--- src/rtl/megaram_mem_bridge.sv ---
// MegaRAM/SCC mapper memory bridge: turns each flagged cartridge bus cycle into one SDRAM request.
// Optional request timeout is compiled in when MEM_BRIDGE_TIMEOUT_EN is defined.
module megaram_mem_bridge #(
  parameter int ADDR_W         = 23,
  parameter int TIMEOUT_CYCLES = 255
) (
  input  logic              clk,
  input  logic              reset_n,
  input  logic              cart_ena,
  input  logic              ram_ena,
  input  logic [ADDR_W-1:0] mem_addr,
  input  logic              rd_n,
  input  logic              wr_n,
  input  logic [7:0]        cdin,
  output logic [7:0]        cdout,
  output logic              cdout_valid,
  output logic              wait_n,
  output logic              mem_req,
  output logic              mem_wr,
  output logic [ADDR_W-1:0] mem_addr_o,
  output logic [7:0]        mem_wdata,
  input  logic              mem_ack,
  input  logic [7:0]        mem_rdata,
  output logic              timeout_err
);

  typedef enum logic [1:0] {IDLE, REQ, HOLD} state_t;

  state_t            state, state_nx;
  logic              served, served_nx;
  logic [7:0]        cdout_nx;
  logic              cdout_valid_nx;
  logic              wait_n_nx;
  logic              mem_req_nx;
  logic              mem_wr_nx;
  logic [ADDR_W-1:0] mem_addr_nx;
  logic [7:0]        mem_wdata_nx;

  if (TIMEOUT_CYCLES < 1 || TIMEOUT_CYCLES > 255) begin : g_bad_timeout
    $error("TIMEOUT_CYCLES must be in 1..255");
  end

`ifdef MEM_BRIDGE_TIMEOUT_EN
  localparam logic [7:0] TMO_LIMIT = 8'(TIMEOUT_CYCLES);
  logic [7:0] tmo_cnt, tmo_cnt_nx;
  logic       timeout_err_nx;
`endif

  always_ff @(posedge clk or negedge reset_n) begin
    if (!reset_n) begin
      state       <= IDLE;
      served      <= 1'b0;
      cdout       <= 8'hFF;
      cdout_valid <= 1'b0;
      wait_n      <= 1'b1;
      mem_req     <= 1'b0;
      mem_wr      <= 1'b0;
      mem_addr_o  <= '0;
      mem_wdata   <= 8'h00;
`ifdef MEM_BRIDGE_TIMEOUT_EN
      tmo_cnt     <= 8'h00;
      timeout_err <= 1'b0;
`endif
    end else begin
      state       <= state_nx;
      served      <= served_nx;
      cdout       <= cdout_nx;
      cdout_valid <= cdout_valid_nx;
      wait_n      <= wait_n_nx;
      mem_req     <= mem_req_nx;
      mem_wr      <= mem_wr_nx;
      mem_addr_o  <= mem_addr_nx;
      mem_wdata   <= mem_wdata_nx;
`ifdef MEM_BRIDGE_TIMEOUT_EN
      tmo_cnt     <= tmo_cnt_nx;
      timeout_err <= timeout_err_nx;
`endif
    end
  end

`ifndef MEM_BRIDGE_TIMEOUT_EN
  assign timeout_err = 1'b0;
`endif

  // served blocks a second request until cart_ena drops, whatever the strobes or mode do meanwhile
  always_comb begin
    state_nx       = state;
    served_nx      = cart_ena ? served : 1'b0;
    cdout_nx       = cdout;
    cdout_valid_nx = cdout_valid;
    wait_n_nx      = wait_n;
    mem_req_nx     = mem_req;
    mem_wr_nx      = mem_wr;
    mem_addr_nx    = mem_addr_o;
    mem_wdata_nx   = mem_wdata;
`ifdef MEM_BRIDGE_TIMEOUT_EN
    tmo_cnt_nx     = tmo_cnt;
    timeout_err_nx = timeout_err;
`endif

    case (state)
      IDLE: begin
        if (cart_ena && !served) begin
          if (!rd_n || (!wr_n && ram_ena)) begin
            served_nx    = 1'b1;
            mem_addr_nx  = mem_addr;
            mem_wdata_nx = cdin;
            mem_wr_nx    = rd_n;
            mem_req_nx   = 1'b1;
            wait_n_nx    = 1'b0;
            state_nx     = REQ;
`ifdef MEM_BRIDGE_TIMEOUT_EN
            tmo_cnt_nx   = 8'h00;
`endif
          end else if (!wr_n) begin
            served_nx = 1'b1;
          end
        end
      end

      REQ: begin
        // a request is never retracted; if the bus cycle already ended the read data is dropped
        if (mem_ack) begin
          mem_req_nx = 1'b0;
          wait_n_nx  = 1'b1;
          if (!mem_wr && cart_ena) begin
            cdout_nx       = mem_rdata;
            cdout_valid_nx = 1'b1;
            state_nx       = HOLD;
          end else begin
            state_nx = IDLE;
          end
        end
`ifdef MEM_BRIDGE_TIMEOUT_EN
        else if (tmo_cnt + 8'd1 == TMO_LIMIT) begin
          mem_req_nx     = 1'b0;
          wait_n_nx      = 1'b1;
          timeout_err_nx = 1'b1;
          if (!mem_wr && cart_ena) begin
            cdout_nx       = 8'hFF;
            cdout_valid_nx = 1'b1;
            state_nx       = HOLD;
          end else begin
            state_nx = IDLE;
          end
        end else begin
          tmo_cnt_nx = tmo_cnt + 8'd1;
        end
`endif
      end

      HOLD: begin
        if (!cart_ena) begin
          cdout_nx       = 8'hFF;
          cdout_valid_nx = 1'b0;
          state_nx       = IDLE;
        end
      end

      default: state_nx = IDLE;
    endcase
  end

endmodule

--- config.mk ---
export PLATFORM = sky130hd
export DESIGN_NAME = megaram_mem_bridge
export DESIGN_NICKNAME = d
export VERILOG_FILES = /design/src/rtl/megaram_mem_bridge.sv
export SDC_FILE = /design/constraint.sdc
export NUM_CORES = 1
export LEC_CHECK = 0
export BUFFER_PORTS_ARGS = -buffer_cell sky130_fd_sc_hd__buf_2
export CAP_MARGIN = 0
export CORE_AREA = 10 10 80 82
export DETAILED_ROUTE_END_ITERATION = 7
export DIE_AREA = 0 0 90 92
export GPL_TIMING_DRIVEN = 0
export PLACE_DENSITY = 0.73
export REMOVE_ABC_BUFFERS = 1
export SYNTH_ARGS = -nofsm -noshare
export SYNTH_HDL_FRONTEND = slang
export SYNTH_SLANG_ARGS = --single-unit
--- constraint.sdc ---
create_clock -name clk -period 3.1 [get_ports clk]
set_input_delay 0.155 -clock clk [delete_from_list [all_inputs] [get_ports clk]]
set_output_delay 0.155 -clock clk [all_outputs]
set_load 0.05 [all_outputs]
Yosys cells after proc, flatten, opt, wreduce, memory -nomap -nowiden --
Index checks and enable logic that the tools add are counted.
Cells by class: muxes and demuxes 27, equal/unequal tests 7, reduce and logical (&&, ||, !) cells 15
Operator list (count):
- 8-bit two-way mux | 3
- 8-bit case mux with 2 select lines | 1
- 1-bit two-way mux | 14
- 4-bit AND reduction | 3
- 2-bit two-way mux | 5
- 2-bit != test (second input constant) | 5
- 1-bit case mux with 2 select lines | 3
- 2-bit case mux with 3 select lines | 1
- 1-bit zero test | 4
- 2-bit nonzero test | 2
- 1-bit logical AND | 3
- 3-bit AND reduction | 1
- 2-bit by 1-bit equality test with 1-bit output (second input constant) | 1
- 2-bit equality test (second input constant) | 1
- 2-bit zero test | 1
- 1-bit logical OR | 1
Word-level totals: logic and storage cells 58, output and inout port bits 44, input port bits 46, register bits after elaboration 46

Logic depth before layout (Yosys ltp) --
depth in word-level cells 6, mapped depth 5, mapped depth without buffers 3

Worst setup path before layout --
Ideal clock, no wire load.
path kind register to register, start point register served, end point register mem_addr_o[0], buffers on the path 1, data required time 2975 ps, path slack 1387 ps, clock period less this slack 1713 ps, library setup time 125 ps, cell stages (with the launch flop) 5, arrival 1588 ps, cell sequence dfrtp_1 nand2b_2 a2111oi_4 buf_6 mux2_2
On the way: cells in the longest elaborated chain, start to end 3
RTL lines:
- start: declaration | line 30 | logic served, served_nx;
- start signal: assignment | line 66 | served <= served_nx;
- 1-bit zero test | line 103 | if (cart_ena && !served) begin
- 1-bit logical AND | line 103
- 3-bit AND reduction (no line)
- end signal: assignment | line 72 | mem_addr_o <= mem_addr_nx;
- end: declaration | line 20 | output logic [ADDR_W-1:0] mem_addr_o,
Every way passes these cells. A chain may end at the register's enable or synchronous reset.

Worst setup path in the final report --
start point register served, end point register mem_addr_o[7]
Same word-level chain as after synthesis.

==> out/metrics.csv <==
metric,value,unit
first_global_vias,1542,
place_congestion,0.7295,
synthCells,133,
area_growth,31.94,%
synth_top_area_share,0.4894,
cpMaxStageDelayCell,a2111oi_4,
clk_pin_slew,0.09,ns
tns,0,ns
ys_seq_area_frac,0.6144,
grt_pass1_wl,7.534,mm
ctsHtreeMaxLevel,2,
final_cell_mix,"buf_2, dfrtp_1, mux2_2",
crit_fanout,14,
clk-insertion-delay-late,0.30,ns
syn_area_per_cell,14.22,um2
drv_slew,0,
postCtsSetupBuffers,0,
critPathLaunchType,register,
io_pins,90,
drive_above_1_share,0.6250,
detail_route.first_pass.iterations,2,
die_w,90,um
synth.distinct_cells,27,
irDropWorstVdd,0.5177,mV
min_period_over_period,0.7429,
place_area,0.002387,mm2
num_vias,1325,
grt_use_total,0.1091,
dp_slack,0.7636,ns
dp_hpwl,3.496,mm
drc,0,
cts.sinks,46,
rsz0062_at_grt,false,
placeableCoreArea,0.004912,mm2
antennaDiodeCount,0,
synth_area,0.001892,mm2
fin_nets,269,
hp-class,in2async,
yosysWarnings,0,
power_leakage,1.271,nW
routed_via_density,4.507,
antenna_found_initial,0,
cts_tree,yes,
setup_ws,0.7970,ns
utilization,0.5082,
wl_per_cell,15.17,um
worst_slew_pin_slew,0.9936,ns
cts_buffers,5,
setup_viol,0,
drv_cap,0,
drt_iter0_drc,17,
crit_top_cell,buf_6,
die_y,92,um
cts_resized,0,
port_buffers,88,
slowest_delay,0.81,ns
cts_hold_buf,0,
synth_seq_cells,46,
netlist_top_cells_area,"dfrtp_1, mux2_2, dfstp_2",
fin_skew,0.008883,ns
grt_max_degree,47,
initial_core_util,0.3851,
final_common_cell,buf_2,
crit_path_cell_trace,nand2b_2 -> a2111oi_4 -> buf_6 -> buf_6 -> mux2_2,
grt-ovfl-total,0,
routed_wl,4.459,mm
cp-end-kind,register,
die_area,0.008280,mm2
finalHoldViolCount,0,
root_buffer,clkbuf_8,
max_freq,0.4342,GHz
status,completed,
worst_ep_arrival_time,2.48,ns
powerDensity,1188,mW/mm2
criticalPathCategory,reg2reg,
max_slew_margin,0.3376,
fin_area,0.002496,mm2
fillers,451,
clock_tree.buffer_depth,2,
std_cell_rows,26,
synth_largest_area_cell,dfrtp_1,
finalCriticalPeriod,2.303,ns
cp_data_required_time,3.28,ns
drtAntennaViolNets,0,
## per-layer routing
layer | track usage | vias to the layer above | wire length [um]
met5 | 0 | - | 0
met2 | 0.1634 | 68 | 1916
met1 | 0.1252 | 628 | 1925
li1 | - | 624 | -
met3 | 0.07172 | 5 | 568
met4 | 0.03183 | 0 | 49
## cells in the mapped netlist
master,instances
dfrtp_1,37
mux2_2,30
inv_1,11
dfstp_2,9
mux2i_1,8
nor2_1,8
buf_6,3
nand2b_1,3
a211oi_1,2
buf_2,2
mux2_1,2
nand2_1,2
o21a_1,2
a2111oi_4,1
a21oi_1,1
a22oi_1,1
buf_4,1
clkbuf_1,1
conb_1,1
nand2b_2,1
nand3b_1,1
nor3b_2,1
o21ai_0,1
o21bai_1,1
o22a_1,1
o22ai_1,1
or3_1,1
## path summary, 6_finish.rpt
| path | from | end | slack, ns | cells past startpoint |
|---|---|---|---|---|
| setup / recovery | served | mem_addr_o[7] | 0.80 | 5 |
| setup reg to reg | served | mem_addr_o[7] | 0.80 | 5 |
| max in group asynchronous | reset_n | mem_addr_o[7] | 2.47 | 1 |
| min in group clk | mem_rdata[0] | cdout[0] | 0.06 | 3 |
| hold reg to reg | mem_addr_o[20] | mem_addr_o[20] | 0.48 | 1 |
| hold / removal | reset_n | mem_addr_o[22] | 0.02 | 1 |
## cell families (layout without fill, tap and decap cells)
logic type             after synthesis  after routing  share of synthesized area
DFF                                 46             46                     0.6144
and+or+nand+nor                     17             17                    0.04829
muxes                               40             40                     0.2328
other                                1              1                   0.001982
AOI/OAI and AO/OA                   11             11                    0.05159
buffers and inverters               18            109                    0.05092
## critical path, delay by kind of cell, from the launching register on
kind	cells	cell delay, ns
AO/OA/AOI/OAI	1	0.81
buffers and inverters	2	0.45
flip-flops	1	0.38
multiplexers	1	0.34
AND/OR/NAND/NOR	1	0.21
## flip-flops by register name, summed over array words and instances, names as in the netlist
register     flops
mem_addr_o      23
cdout            8
mem_wdata        8
state            2
cdout_valid      1
mem_req          1
mem_wr           1
served           1
wait_n           1
## area by class of cell
cell class,count,area [um2],share of cell area
multi-input cells,69,633.1,0.2536
flip-flops and latches,46,1162,0.4657
clock buffers,5,68.82,0.02757
inverters,11,41.29,0.01654
clock inverters,3,40.04,0.01604
repair buffers,90,462.9,0.1855
well taps,70,87.58,0.03509
## where the power goes
part	switching [mW]	internal, mW
sequential	0.131	0.887
clock	0.198	0.237
combinational	1.13	0.387
## through the flow
| step | total power [mW] | hold WS (ns) | instances |
|---|---|---|---|
| after floorplan | 2.181 | -0.1406 | 126 |
| after global placement | 2.529 | 0.3564 | 284 |
| after detailed placement | 2.568 | 0.3624 | 286 |
| after CTS | 3.012 | 0.04016 | 294 |
| after global routing | 3.127 | 0.04201 | 294 |
| final | 2.966 | 0.02043 | 294 |
Note: power is estimated with default switching activity, not from simulation.
